$ cat src/rtl/t_meas_pkg.sv
// Shared types and constants for the measurement-window controller.
package t_meas_pkg;

    localparam int CNT_W_DEF  = 12;
    localparam int WIN_W_DEF  = 16;
    localparam int SETTLE_LEN = 1;

    typedef enum logic [2:0] {
        ST_IDLE,
        ST_CLEAR,
        ST_COUNT,
        ST_SETTLE,
        ST_HOLD
    } state_t;

endpackage

$ cat src/rtl/t_meas_ctrl_rise_detect.sv
// Two-flop synchronizer plus previous-value flop; rise is high for one cycle
// two cycles after a 0->1 of sig_in is sampled, never stalls.
module rise_detect (
    input  logic clk,
    input  logic rst_n,
    input  logic sig_in,
    output logic rise
);

    logic sync1_q;
    logic sync2_q;
    logic prev_q;

    always_ff @(posedge clk) begin
        if (!rst_n) begin
            sync1_q <= 1'b0;
            sync2_q <= 1'b0;
            prev_q  <= 1'b0;
        end else begin
            sync1_q <= sig_in;
            sync2_q <= sync1_q;
            prev_q  <= sync2_q;
        end
    end

    assign rise = sync2_q & ~prev_q;

endmodule

$ cat src/rtl/t_meas_ctrl.sv
// Measurement-window controller: clear, count N cycles, settle, hold result; res_ovf built only with T_MEAS_OVF_EN.
// Result valid start+3+N cycles; held in HOLD until res_ready, abort cancels anywhere.
module t_meas_ctrl
    import t_meas_pkg::*;
#(
    parameter int CNT_W = CNT_W_DEF,
    parameter int WIN_W = WIN_W_DEF
) (
    input  logic             clk,
    input  logic             rst_n,
    input  logic             start,
    input  logic             abort,
    input  logic [WIN_W-1:0] win_len,
    input  logic             sig_in,
    output logic             cnt_enb,
    output logic             cnt_rise,
    input  logic [CNT_W-1:0] cnt_val,
    output logic             res_valid,
    input  logic             res_ready,
    output logic [CNT_W-1:0] res_cnt,
    output logic             res_ovf,
    output logic             busy
);

    state_t           state;
    state_t           state_nxt;
    logic [WIN_W-1:0] win_cnt;
    logic             rise;
    logic             last_cyc;

    rise_detect u_rise (
        .clk    (clk),
        .rst_n  (rst_n),
        .sig_in (sig_in),
        .rise   (rise)
    );

    // win_cnt doubles as the settle timer once the window is done
    assign last_cyc = (win_cnt == WIN_W'(1));

    always_comb begin
        state_nxt = state;
        cnt_enb   = 1'b0;
        cnt_rise  = 1'b0;
        res_valid = 1'b0;
        case (state)
            ST_IDLE: begin
                if (start) state_nxt = ST_CLEAR;
            end
            ST_CLEAR: begin
                state_nxt = ST_COUNT;
            end
            ST_COUNT: begin
                cnt_enb  = 1'b1;
                cnt_rise = rise;
                if (last_cyc) state_nxt = ST_SETTLE;
            end
            ST_SETTLE: begin
                cnt_enb = 1'b1;
                if (last_cyc) state_nxt = ST_HOLD;
            end
            ST_HOLD: begin
                res_valid = 1'b1;
                if (res_ready) state_nxt = ST_IDLE;
            end
            default: state_nxt = ST_IDLE;
        endcase
        if (abort) begin
            state_nxt = ST_IDLE;
            cnt_enb   = 1'b0;
            cnt_rise  = 1'b0;
            res_valid = 1'b0;
        end
    end

    always_ff @(posedge clk) begin
        if (!rst_n) begin
            state   <= ST_IDLE;
            win_cnt <= '0;
            res_cnt <= '0;
        end else begin
            state <= state_nxt;
            case (state)
                ST_IDLE: begin
                    if (start && !abort)
                        win_cnt <= (win_len == '0) ? WIN_W'(1) : win_len;
                end
                ST_COUNT: begin
                    if (last_cyc) win_cnt <= WIN_W'(SETTLE_LEN);
                    else          win_cnt <= win_cnt - WIN_W'(1);
                end
                ST_SETTLE: begin
                    if (last_cyc) begin
                        if (!abort) res_cnt <= cnt_val;
                    end else begin
                        win_cnt <= win_cnt - WIN_W'(1);
                    end
                end
                default: ;
            endcase
        end
    end

`ifdef T_MEAS_OVF_EN
    logic res_ovf_q;

    // the increment that wraps the counter is the one issued while it reads all ones
    always_ff @(posedge clk) begin
        if (!rst_n) begin
            res_ovf_q <= 1'b0;
        end else if (state == ST_CLEAR) begin
            res_ovf_q <= 1'b0;
        end else if (cnt_rise && (cnt_val == {CNT_W{1'b1}})) begin
            res_ovf_q <= 1'b1;
        end
    end

    assign res_ovf = res_ovf_q;
`else
    assign res_ovf = 1'b0;
`endif

    assign busy = (state != ST_IDLE);

endmodule

$ cat config.mk
export PLATFORM = sky130hd
export DESIGN_NAME = t_meas_ctrl
export DESIGN_NICKNAME = d
export VERILOG_FILES = /design/src/rtl/t_meas_pkg.sv /design/src/rtl/t_meas_ctrl_rise_detect.sv /design/src/rtl/t_meas_ctrl.sv
export SDC_FILE = /design/constraint.sdc
export NUM_CORES = 1
export LEC_CHECK = 0
export ABC_AREA = 1
export BUFFER_PORTS_ARGS = -buffer_cell sky130_fd_sc_hd__buf_2
export CAP_MARGIN = 20
export CORE_ASPECT_RATIO = 1.25
export CORE_MARGIN = 4
export CORE_UTILIZATION = 35
export DETAILED_ROUTE_END_ITERATION = 6
export PLACE_DENSITY = 0.59
export SLEW_MARGIN = 25
export SYNTH_ARGS = -nofsm -noshare
export SYNTH_HDL_FRONTEND = slang
export SYNTH_HIERARCHICAL = 1
export SYNTH_SLANG_ARGS = --single-unit
export TNS_END_PERCENT = 1
$ cat constraint.sdc
create_clock -name clk -period 1.4 [get_ports clk]
set_input_delay 0.07 -clock clk [delete_from_list [all_inputs] [get_ports clk]]
set_output_delay 0.07 -clock clk [all_outputs]
set_load 0.005 [all_outputs]
==> run metrics <==
status=completed; Nets=456; crit-path most repeated cell=nand2_1; Die X=a little under 80 um; hpwl dp=4.52 mm; GRT Util Overall=0.167; Hold/Removal Path Class=input port to flip-flop; Vias=2,312; dpl cells=~490; DRT iter0 DRCs=67; Simple-Gate Fraction of Synth Area=0.441; Synth Instances=approximately 340; port bufs=49; dpl ws=-0.119 ns; share of the synthesized area in the top cell type=0.312; proportion of synthesized area in mux cells=0; Setup CP Type=flip-flop to flip-flop; setup TNS=0 ns; clock tree from TritonCTS=done; Worst Setup Start Kind=flip-flop; CP Capture Type=flip-flop; via/cell ratio=roughly 4.6; htree depth=2; drc violations=0; post-synthesis compound-gate area fraction=0.103; f_max=726 MHz; DRT Wirelength=just over 6 mm; synth unique cells=27; post-route cell area=between 3000 and 4000 um2; Tmin final=about 1.4 ns; largest family of logic cells by synthesized area=simple AND/OR/NAND/NOR gates; Core Rows=31; die area=roughly 7600 um2; largest net degree at the start of global routing=19; Synth Area in XOR/XNOR=0.0281; worst-path cell chain=inv_2 -> ha_4 -> nand2_1 -> nor2_4 -> nand3_2 -> nand2_2 -> buf_12 -> a21oi_1 -> nand2_1 -> inv_1; PnR worst setup slack=around 0.023 ns; global route overflow=0; ys async rst share=0; Post-synth top cells=93 x nand2_1, 46 x nor2_1, 40 x nand3_1; unrepaired setup endpoints after global routing=true; CTS root buf=clkbuf_8; Clock Pin Slew Worst Setup and Hold Paths=0.07 ns; area leader, netlist=dfxtp_1; CORE AREA=slightly below 6000 um2; final cycle utilization of the critical path=0.984; num ports=51; Post-Syn Area=between 2000 and 2500 um2; Post-Place Cell Area=2740 um2; final hold violation count=0; number of synthesis warnings=6; CTS Buf Count=5; global-route wire length before repair=10.0 mm; die height=96.2 um; Cell Pwr Density=between 900 and 1000 nW/um2; most common cell in the synthesized netlist=nand2_1; layout cells sized above 1=0.390; max-slew violation count=0; area growth from synthesis to final layout=40.5%; Clock Latency Late Sink=0.29 ns; cell family with the largest share of critical-path delay=simple AND/OR/NAND/NOR gates; CP peak stage delay=0.33 ns; Finished Layout Cells=~500; Clock Path Buffers=2; routability-driven placement congestion ratio=0.863; Max stage delay cell, worst path=dfxtp_2; antenna violations before repair=0; Critical Path AT=around 1.6 ns; Seq/Total Area, Yosys=0.312; max cap viols=0; syn avg cell area=~6.5 um2; vias in the first global route=~2,200; Adder-Cell Fraction of Synth Area=0.0115; top post-synthesis cells by area=dfxtp_1 31%, nand2_1 16%, nand3_1 9.2%, nor2_1 7.9%, inv_1 5.9%; wire per inst=about 12 um; clock skew=roughly 0.011 ns; Final setup violation count=0; Synth Register Bits=34; syn_nets=371; leakage power=approximately 1.5 nW; ANT nets after route=0; total clock sinks=34; Antenna Cells=0; worst vdd ir=between 0.4 and 0.5 mV; Critical Path RT=1.60 ns; FILL cells=631; worst path bufs/invs=3; Hold Worst Slack=0.0302 ns; Main synth FF type=dfxtp_1; crit path max fanout=15; Post-synth EDFFs=0; DRT Pass-1 Iters=4; Starting Density=0.367
## layout make-up
class,count,area (um2),area share
multi-input combinational,252,1420,0.465
timing repair buffer,90,596,0.195
clock inverter,3,40.0,0.0131
sequential,34,691,0.226
inverter,37,139,0.0454
clock buffer,5,68.8,0.0225
tap,82,103,0.0335
## what timing repair did
| item | in CTS | in global routing |
|---|---|---|
| pin swaps | 3 | 14 |
| cloned | 1 | 1 |
| hold buffers | 1 | 0 |
| endpoints found under the hold margin | 1 | 0 |
| setup endpoints to repair | 28 | 33 |
| buffers inserted | 0 | 3 |
| resized for setup | 15 | 29 |
## report_power, final
part / switching [mW] / total (mW) / leakage (nW) / internal [mW]
clock network: 0.368 / 0.892 / 0.0579 / 0.524
logic: 0.477 / 0.866 / 1.18 / 0.389
registers: 0.0461 / 1.06 / 0.281 / 1.02
## sequential cells by signal (all words and copies together) (netlist names)
name	count
win_cnt	16
state	3
u_rise/sync1_q	1
res_cnt	12
u_rise/prev_q	1
u_rise/sync2_q	1
## metrics by stage
| stage | util | total power, mW |
|---|---|---|
| floorplan | - | 1.55 |
| global placement | 0.461 | 1.85 |
| detailed placement | 0.461 | 1.86 |
| CTS | 0.494 | 2.80 |
| global route | 0.516 | 2.99 |
| finish | 0.516 | 2.82 |
## cell families after synthesis
kind of cell,after synthesis
xor gates and xnor gates,7
buffers and inverters,50
adders and majority gates,2
other,1
DFF,34
and+or+nand+nor,207
AOI/OAI and AO/OA,34
## final timing paths
path | start | end | slack (ns) | depth (start not counted)
worst max register to register | win_cnt[1] | win_cnt[11] | 0.02 | 10
worst max-delay path | win_cnt[1] | win_cnt[11] | 0.02 | 10
worst min register to register | u_rise/sync1_q | u_rise/sync2_q | 0.42 | 2
worst min-delay path | cnt_val[8] | res_cnt[8] | 0.03 | 3
## worst min-delay path, stage by stage
cell	delay (ns)
buf_2	0.10
nand3_2	0.06
a21oi_1	0.05
## metal layers
| metal | track usage | part of all wire | vias up |
|---|---|---|---|
| li1 | - | - | 1219 |
| met1 | 0.202 | 0.44 | 1028 |
| met2 | 0.302 | 0.50 | 56 |
| met3 | 0.0262 | 0.049 | 9 |
| met4 | 0.0510 | 0.013 | 0 |
| met5 | 0 | 0 | - |
## layout by cell type, fill, tap and decap left out, types with 4 or more instances in the layout
| cell | instances |
|---|---|
| a21oi_2 | 17 |
| xor2_1 | 6 |
| nand2_4 | 4 |
| inv_1 | 33 |
| dfxtp_1 | 26 |
| nor2_1 | 40 |
| dfxtp_2 | 8 |
| o21ai_0 | 4 |
| nand2_1 | 91 |
| buf_4 | 34 |
| nor2_4 | 10 |
| buf_2 | 49 |
| inv_2 | 4 |
| clkbuf_8 | 5 |
| nand3b_1 | 4 |
| buf_6 | 4 |
| nand3_1 | 34 |
| nor2_2 | 8 |
| a21oi_1 | 12 |
| nand3_2 | 7 |
No activity file was read; power rests on OpenSTA's default activity.
